**config.mk**
```make
export PLATFORM = sky130hd
export DESIGN_NAME = sd_fifo_head_c
export DESIGN_NICKNAME = d
export VERILOG_FILES = /design/src/rtl/sd_fifo_head_c.sv
export SDC_FILE = /design/constraint.sdc
export NUM_CORES = 1
export LEC_CHECK = 0
export CAP_MARGIN = 5
export CORE_AREA = 2 2 39 41
export DETAILED_ROUTE_END_ITERATION = 7
export DIE_AREA = 0 0 41 43
export PLACE_DENSITY_LB_ADDON = 0.25
export SLEW_MARGIN = 10
export SYNTH_ARGS = -nofsm -noshare
export SYNTH_HDL_FRONTEND = slang
export SYNTH_SLANG_ARGS = --single-unit
```
**constraint.sdc**
```tcl
create_clock -name clk -period 4.75 [get_ports clk]
set_clock_uncertainty 0.1 [all_clocks]
set_input_delay 0.95 -clock clk [delete_from_list [all_inputs] [get_ports clk]]
set_output_delay 0.95 -clock clk [all_outputs]
set_load 0.01 [all_outputs]
```
**src/rtl/sd_fifo_head_c.sv**
```systemverilog
// Write-side head of a split FIFO: owns the write pointer, full/usage/afull, and the memory write strobe.
// Zero-latency accept (wr_en same cycle); c_drdy drops when full. Commit/abort option: SD_FIFO_HEAD_COMMIT_EN.
module sd_fifo_head_c #(
   parameter int depth     = 16,
   parameter int async     = 0,
   parameter int asz       = $clog2(depth),
   parameter int afull_lvl = depth - 2
) (
   input  logic           clk,
   input  logic           reset_n,
   input  logic           clken,
   input  logic           c_srdy,
   output logic           c_drdy,
`ifdef SD_FIFO_HEAD_COMMIT_EN
   input  logic           c_commit,
   input  logic           c_abort,
`endif
   output logic           wr_en,
   output logic [asz-1:0] wr_addr,
   output logic [asz:0]   wrptr_head,
   input  logic [asz:0]   rdptr_tail,
   output logic [asz:0]   c_usage,
   output logic           c_afull
);

   localparam logic [asz:0] afull_thr = (asz+1)'(afull_lvl);

   function automatic logic [asz:0] gray2bin(input logic [asz:0] g);
      logic [asz:0] b;
      b[asz] = g[asz];
      for (int i = asz - 1; i >= 0; i--) b[i] = b[i+1] ^ g[i];
      return b;
   endfunction

   function automatic logic [asz:0] bin2gray(input logic [asz:0] b);
      return b ^ (b >> 1);
   endfunction

   logic [asz:0] r_wrptr;
   logic [asz:0] r_head_g;
   logic [asz:0] w_wrptr_nxt;
   logic [asz:0] w_rdptr;
   logic [asz:0] w_head_cur;
   logic [asz:0] w_head_nxt;
   logic         w_full;

   assign w_rdptr = (async != 0) ? gray2bin(rdptr_tail) : rdptr_tail;

   // Same low bits with differing wrap bits means the writer is a full lap ahead.
   assign w_full  = (r_wrptr[asz] != w_rdptr[asz]) &&
                    (r_wrptr[asz-1:0] == w_rdptr[asz-1:0]);
   assign c_drdy  = ~w_full;
   assign wr_en   = clken & c_srdy & c_drdy;
   assign wr_addr = r_wrptr[asz-1:0];
   assign c_usage = r_wrptr - w_rdptr;
   assign c_afull = (c_usage >= afull_thr);

`ifdef SD_FIFO_HEAD_COMMIT_EN
   logic [asz:0] r_cptr;
   logic [asz:0] w_cptr_nxt;

   // Abort rewinds to the last commit and wins over a simultaneous commit.
   always_comb begin
      w_wrptr_nxt = r_wrptr + {{asz{1'b0}}, wr_en};
      w_cptr_nxt  = r_cptr;
      if (c_abort)
         w_wrptr_nxt = r_cptr;
      else if (c_commit)
         w_cptr_nxt = w_wrptr_nxt;
   end

   assign w_head_cur = r_cptr;
   assign w_head_nxt = w_cptr_nxt;
`else
   always_comb begin
      w_wrptr_nxt = r_wrptr + {{asz{1'b0}}, wr_en};
   end

   assign w_head_cur = r_wrptr;
   assign w_head_nxt = w_wrptr_nxt;
`endif

   always_ff @(posedge clk or negedge reset_n) begin
      if (!reset_n) begin
         r_wrptr  <= '0;
         r_head_g <= '0;
`ifdef SD_FIFO_HEAD_COMMIT_EN
         r_cptr   <= '0;
`endif
      end else if (clken) begin
         r_wrptr  <= w_wrptr_nxt;
         r_head_g <= bin2gray(w_head_nxt);
`ifdef SD_FIFO_HEAD_COMMIT_EN
         r_cptr   <= w_cptr_nxt;
`endif
      end
   end

   // Crossing clocks needs a glitch-free registered Gray value; same-clock uses the pointer directly.
   assign wrptr_head = (async != 0) ? r_head_g : w_head_cur;

endmodule
```
# [Word level (Yosys, flattened, before mapping)]
# Cells that the tools add are included.
# Widths: inputs -> output; s select.
[op_classes] n_addsub=2 magnitude_cmp=1 n_eq_ne=2 bitwise_logic=3 n_reduce_logical=1
[ops] operator="$add 5x1->5" count=1
[ops] operator="$ge 5x4->1 const B" count=1
[ops] operator="$sub 5x5->5" count=1
[ops] operator="$eq 4x4->1" count=1
[ops] operator="$and 1x1->1" count=2
[ops] operator="$logic_and 1x1->1" count=1
[ops] operator="$ne 1x1->1" count=1
[ops] operator="$not 1->1" count=1
[totals] reg_bits=5 input_bits=9 output_inout_bits=17 word_cells=10

# [Depth between registers and ports, before layout]
# Gate-level depths: netlist of run 1.
[depth] ltp_word=5 ltp_mapped=9 depth_no_buf=9

# [Least setup slack after synthesis of run 1]
# No wires, ideal clock.
[synth_timing] kind="input -> output" start="input rdptr_tail[0]" end="output c_afull" arrival_ps=2239 t_required_ps=3700 setup_slack_ps=1461 stages=7 path_buffers=0 cell_sequence="ha_1 > inv_1 > fa_1 > a21o_1 > a21oi_1 > xnor2_1 > a31o_2"
[synth_via] elab_chain_cells=2
[synth_rtl] element="from (decl)" line="21" rtl="input logic [asz:0] rdptr_tail,"
[synth_rtl] element="$sub 5x5->5" line="55" rtl="assign c_usage = r_wrptr - w_rdptr;"
[synth_rtl] element="net c_usage[4]" line="22" rtl="output logic [asz:0] c_usage,"
[synth_rtl] element="$ge 5x4->1" line="56" rtl="assign c_afull = (c_usage >= afull_thr);"
[synth_rtl] element="to (decl)" line="23" rtl="output logic c_afull"
# The timed path passes the listed nets, and every way through them passes these cells.

# [Worst setup path in the final report of run 1]
[layout_timing] start="input rdptr_tail[0]" end="output c_afull"
[layout_via] elab_chain_cells=2
[layout_rtl] element="$sub 5x5->5" line="55"
[layout_rtl] element="$ge 5x4->1" line="56"
# No other way between the ends.

==> results.yml, run 1 <==
die:
  core_area_sq_mm: 0.00138
  pin_count: 26
  die_y_um: 43
  dieArea_sq_mm: 0.00176
  start_util_pct: 30.5
  fp.dieW_um: 41
  row_count: 14
sta:
  setup_viol: 0
  slew_headroom_pct: 82.8
  grt_setup_unrepaired: "no"
  finalCritPeriodShare_pct: 88.8
  worst_slew_pin_slew_ns: 0.258
  hold_ws_ns: 0.415
  hold_viol_final: 0
  slew_viol_final: 0
  finalCriticalPeriod_ns: 4.22
  setup_tns_ns: 0
  fmax_mhz: 237
power:
  leakage_nw: 0.313
  p_sw_mw: 0.162
  power_frac_comb_pct: 69.4
  clockPowerShare_pct: 11.0
  p_per_area_mw_per_mm2: 634
  seq_power_share_pct: 19.6
  power.internal_mw: 0.274
  peakVddDrop_uv: 273
  p_sw_share_pct: 37.1
logic_synthesis:
  synth.area.top_cells: "dfrtp_1 (30%), ha_1 (18%), xnor2_1 (10%)"
  yosysUniqueCellTypes: 16
  synth_top_cell_area_share_pct: 29.7
  synth_area_sq_um: 422
  syn_nets: 60
  ys_ff_latch: 5
  synth.avg_cell_area_sq_um: 9.58
  syn_inst: 44
  synth_warnings: 0
  yosys.area.top_type: "dfrtp_1"
  synth-seq-area-share_pct: 29.7
placement:
  hpwl_um: 737
  gp_congestion: 0.619
  dpl.cell_count: 81
  io_buffers: 25
clocking:
  numCtsBuffers: 3
  cts_tree: "built"
  clk_pin_slew_ns: 0.04
  cts_max_level: 1
  cts.sinks: 5
  clockBufferDepth: 2
  cts-resized-gates: 0
  root_buffer: "clkbuf_4"
  worstSkewPairLatency_ns: 0.24
  ctsHoldBuffers: 0
  cts_setup_buffers: 0
grt:
  grt_pass1_wl_um: 1320
  busiest_layer: "met2"
  antenna_found_initial: 0
  use_met2_pct: 17.2
  use_met1_pct: 12.5
  gr-usage-all-layers_pct: 10.9
  overflow: 0
  use_met3_pct: 4.71
  grt_max_degree: 8
  grt_pass1_vias: 352
final_layout:
  regArea_sq_um: 125
  largest_register_ffs: 5
  finalNetCount: 86
  synthToLayoutAreaGrowth_pct: 63.2
  final_cell_mix: "clkdlybuf4s50_1 (25), inv_1 (6), ha_1 (6)"
  drive_gt1_share_pct: 7.25
  fillCellCount: 135
  n_antenna_cell: 0
  instances_no_fill: 85
  multi_input_area_sq_um: 244
  layout_commonest_cell: "clkdlybuf4s50_1"
routing:
  ant_nets: 0
  dr.pass1.iters: 2
  wire_per_inst_um: 9.56
  dr_total_vias: 384
  viasPerCell: 4.52
  wirelength_um: 813
  drt_iter0_markers: 1
  drc: 0
setup_path:
  cpMaxStageDelayCell: "clkdlybuf4s50_1"
  start_kind: "input pin"
  cp_data_required_time_ns: 3.70
  end_kind: "primary output"
  crit_path_max_fanout: 2
  crit_top_cell: "clkdlybuf4s50_1"
  critical_path.max_stage_delay_ns: 0.52
  crit_type: "input pin to primary output"
  arrival_ns: 3.17
  path_cells: "clkdlybuf4s50_1 > ha_1 > inv_1 > fa_1 > a21o_1 > a21oi_1 > xnor2_1 > a31o_2 > clkdlybuf4s50_1"
job:
  drv_cap: 0
run_status:
  status: "complete, no violations"
worst_hold_path:
  min_path_type: "register to register"
==> per-layer routing <==
layer | part of all wire [%] | up-vias
met5 | 0 | -
met3 | 6.2 | 2
met4 | 0.98 | 0
li1 | - | 193
met2 | 50 | 15
met1 | 42 | 174
==> cell families after synthesis <==
logic type                 count (synthesis)  synth area share [%]
xor gates and xnor gates                   7                  14.5
AOI/OAI and AO/OA                          6                  8.61
DFF                                        5                  29.7
and+or+nand+nor                            8                  9.50
muxes                                      1                  2.67
adders and majority gates                  7                  22.6
buffers and inverters                     10                  12.5
==> worst paths after layout <==
| check | to | startpoint | slack [ns] | depth (start not counted) |
|---|---|---|---|---|
| worst min register to register | wrptr_head[4] | wrptr_head[4] | 0.41 | 1 |
| worst max-delay path | c_afull | rdptr_tail[0] | 0.53 | 9 |
| worst max register to register | wrptr_head[1] | wrptr_head[2] | 2.30 | 7 |
| max in group asynchronous | wrptr_head[1] | reset_n | 3.53 | 1 |
| min in group asynchronous | wrptr_head[4] | reset_n | 0.83 | 1 |
| worst min-delay path | wrptr_head[4] | wrptr_head[4] | 0.41 | 1 |
==> layout make-up <==
class	count	area share [%]
Sequential cell	5	18.2
Timing Repair Buffer	25	36.4
Tap cell	16	2.91
Inverter	6	3.27
Multi-Input combinational cell	29	35.5
Clock buffer	4	3.82
==> metrics by stage <==
stage                     power [mW]  utilization (%)  area, sq um  setup slack [ns]
after floorplan                0.244                -          422              1.46
final                          0.436             49.7          688             0.533
after CTS                      0.444             49.7          688             0.503
after detailed placement       0.395             47.8          662             0.505
after global routing           0.481             49.7          688             0.399
after global placement         0.391             47.8          662             0.518
==> power by group through the flow <==
stage	Sequential, mW	Clock (mW)	Combinational, mW
6_report	0.0853	0.0481	0.303
3_3_place_gp	0.0864	0	0.304
4_1_cts	0.0865	0.0495	0.308
3_5_place_dp	0.0870	0	0.308
5_1_grt	0.0901	0.0524	0.339
2_1_floorplan	0.0894	0	0.155
==> Yosys cell counts <==
| cell type | instances |
|---|---|
| xnor2_1 | 5 |
| fa_1 | 1 |
| ha_1 | 6 |
| or3_1 | 1 |
| a21o_1 | 1 |
| nand2_1 | 4 |
| a21oi_1 | 2 |
| dfrtp_1 | 5 |
| mux2_2 | 1 |
| xor2_1 | 2 |
| and3_1 | 1 |
| nand4_1 | 2 |
| o21ai_0 | 2 |
| a31o_2 | 1 |
| inv_1 | 6 |
| buf_4 | 4 |
==> worst max-delay path: cells and delay by family <==
family                   cells  cell delay [ns]
XOR/XNOR                     1             0.16
AO/OA/AOI/OAI                3             0.49
adder cells (fa/ha/maj)      2             0.54
buffers and inverters        3             1.03
No activity file was read; power rests on OpenSTA's default activity.
==> inputs of run 2 (changes only) <==
--- a/config.mk
+++ b/config.mk
@@ -5,10 +5,10 @@
 export SDC_FILE = /design/constraint.sdc
 export NUM_CORES = 1
 export LEC_CHECK = 0
-export CAP_MARGIN = 5
-export CORE_AREA = 2 2 39 41
+export CAP_MARGIN = 20
+export CORE_AREA = 4 4 41 43
 export DETAILED_ROUTE_END_ITERATION = 7
-export DIE_AREA = 0 0 41 43
+export DIE_AREA = 0 0 45 47
 export PLACE_DENSITY_LB_ADDON = 0.25
 export SLEW_MARGIN = 10
 export SYNTH_ARGS = -nofsm -noshare
==> run 2 against run 1 <==
Worst setup slack got worse by 0.025 ns. Critical path type unchanged. Non-clock buffer count unchanged. Design area is 0.18% lower. Critical path depth unchanged. Combinational power barely moved. Sequential share of layout area about the same. Sequential power is 2% higher. Routed wire length grew 15%. Register-to-register slack about the same.
==> results.yml, run 2 (synthesis gave the netlist of run 1 again) <==
run_status:
  status: "complete, no violations"
routing:
  wirelength_um: 937
  drc: 0
  dr_total_vias: 392
  dr.pass1.iters: 4
  viasPerCell: 4.67
  wire_per_inst_um: 11.2
  drt_iter0_markers: 2
  ant_nets: 0
grt:
  grt_max_degree: 8
  gr-usage-all-layers_pct: 9.79
  overflow: 0
  grt_pass1_wl_um: 1470
  antenna_found_initial: 0
  use_met2_pct: 16.1
  use_met3_pct: 1.53
  use_met1_pct: 11.6
  grt_pass1_vias: 375
  busiest_layer: "met2"
die:
  die_y_um: 47
  fp.dieW_um: 45
  core_area_sq_mm: 0.00130
  start_util_pct: 32.4
  dieArea_sq_mm: 0.00212
  pin_count: 26
  row_count: 13
setup_path:
  cp_data_required_time_ns: 3.70
  ff2ff_path_depth: 7
  startpoint: "rdptr_tail[0]"
  arrival_ns: 3.19
  crit_type: "input pin to primary output"
  crit_buf_inv: 3
  r2r_slack_ns: 2.29
  start_kind: "input pin"
  crit_top_cell: "clkdlybuf4s50_1"
  crit_path_max_fanout: 2
  worst-path-stages: 9
  r2r_start: "wrptr_head[2]"
  path_cells: "clkdlybuf4s50_1 > ha_1 > inv_1 > fa_1 > a21o_1 > a21oi_1 > xnor2_1 > a31o_2 > clkdlybuf4s50_1"
  cp_top_family: "buffers and inverters"
  critical_path.max_stage_delay_ns: 0.53
  cpMaxStageDelayCell: "clkdlybuf4s50_1"
  end_kind: "primary output"
final_layout:
  finalNetCount: 86
  largest_register_ffs: 5
  drive_gt1_share_pct: 7.25
  layout_commonest_cell: "clkdlybuf4s50_1"
  fin_area_sq_um: 687
  instances_no_fill: 84
  final_cell_mix: "clkdlybuf4s50_1 (25), inv_1 (6), ha_1 (6)"
  synthToLayoutAreaGrowth_pct: 62.9
  final_util_pct: 52.8
  n_antenna_cell: 0
sta:
  setup_tns_ns: 0
  finalCritPeriodShare_pct: 89.3
  setup_ws_ns: 0.508
  fmax_mhz: 236
  slew_viol_final: 0
  finalCriticalPeriod_ns: 4.24
  hold_viol_final: 0
  slew_headroom_pct: 81.8
  worst_slew_pin_slew_ns: 0.273
  setup_viol: 0
  hold_ws_ns: 0.424
  grt_setup_unrepaired: "no"
power:
  power.total_mw: 0.441
  peakVddDrop_uv: 218
  leakage_nw: 0.313
  p_per_area_mw_per_mm2: 643
clocking:
  cts_setup_buffers: 0
  cts-resized-gates: 0
  numCtsBuffers: 3
  root_buffer: "clkbuf_4"
  clockBufferDepth: 2
  ctsHoldBuffers: 0
  cts.sinks: 5
  worstSkewPairLatency_ns: 0.24
  clk_pin_slew_ns: 0.04
  cts_tree: "built"
  cts_max_level: 1
placement:
  pre_cts_ws_ns: 0.481
  dpl.cell_count: 80
  place_area_sq_um: 661
  hpwl_um: 782
  gp_congestion: 0.697
  io_buffers: 25
worst_hold_path:
  min_path_type: "register to register"
  min_from: "wrptr_head[4]"
  holdPathStages: 1
job:
  drv_cap: 0
## run 2: worst paths after layout
check,to
setup / recovery,c_afull
hold / removal,wrptr_head[4]
setup reg to reg,wrptr_head[1]
hold reg to reg,wrptr_head[4]
max in group asynchronous,wrptr_head[2]
min in group asynchronous,wrptr_head[0]
## run 2: cell type report
cell class              count  area [sq um]
fillers                   134           614
repair buffers             25           250
multi-input cells          29           244
flip-flops and latches      5           125
clock buffers               4          26.3
inverters                   6          22.5
well taps                  15          18.8
## run 2: metal layers
layer | up-vias | routed length, um
li1 | 194 | -
met1 | 181 | 368
met2 | 15 | 485
met3 | 2 | 66
met4 | 0 | 17
met5 | - | 0
## run 2: power by group
group          total [mW]  leakage (nW)  internal (mW)  switching, mW
clock network      0.0505        0.0150         0.0318         0.0187
registers          0.0868        0.0638         0.0586         0.0281
logic               0.304         0.235          0.184          0.120
==> inputs of run 3 (changes only) <==
--- a/config.mk
+++ b/config.mk
@@ -10,7 +10,6 @@
 export DETAILED_ROUTE_END_ITERATION = 7
 export DIE_AREA = 0 0 45 47
 export PLACE_DENSITY_LB_ADDON = 0.25
-export SLEW_MARGIN = 10
 export SYNTH_ARGS = -nofsm -noshare
 export SYNTH_HDL_FRONTEND = slang
 export SYNTH_SLANG_ARGS = --single-unit
==> results of run 3 <==
Final layout, timing and power as in run 2 (identical DEF).
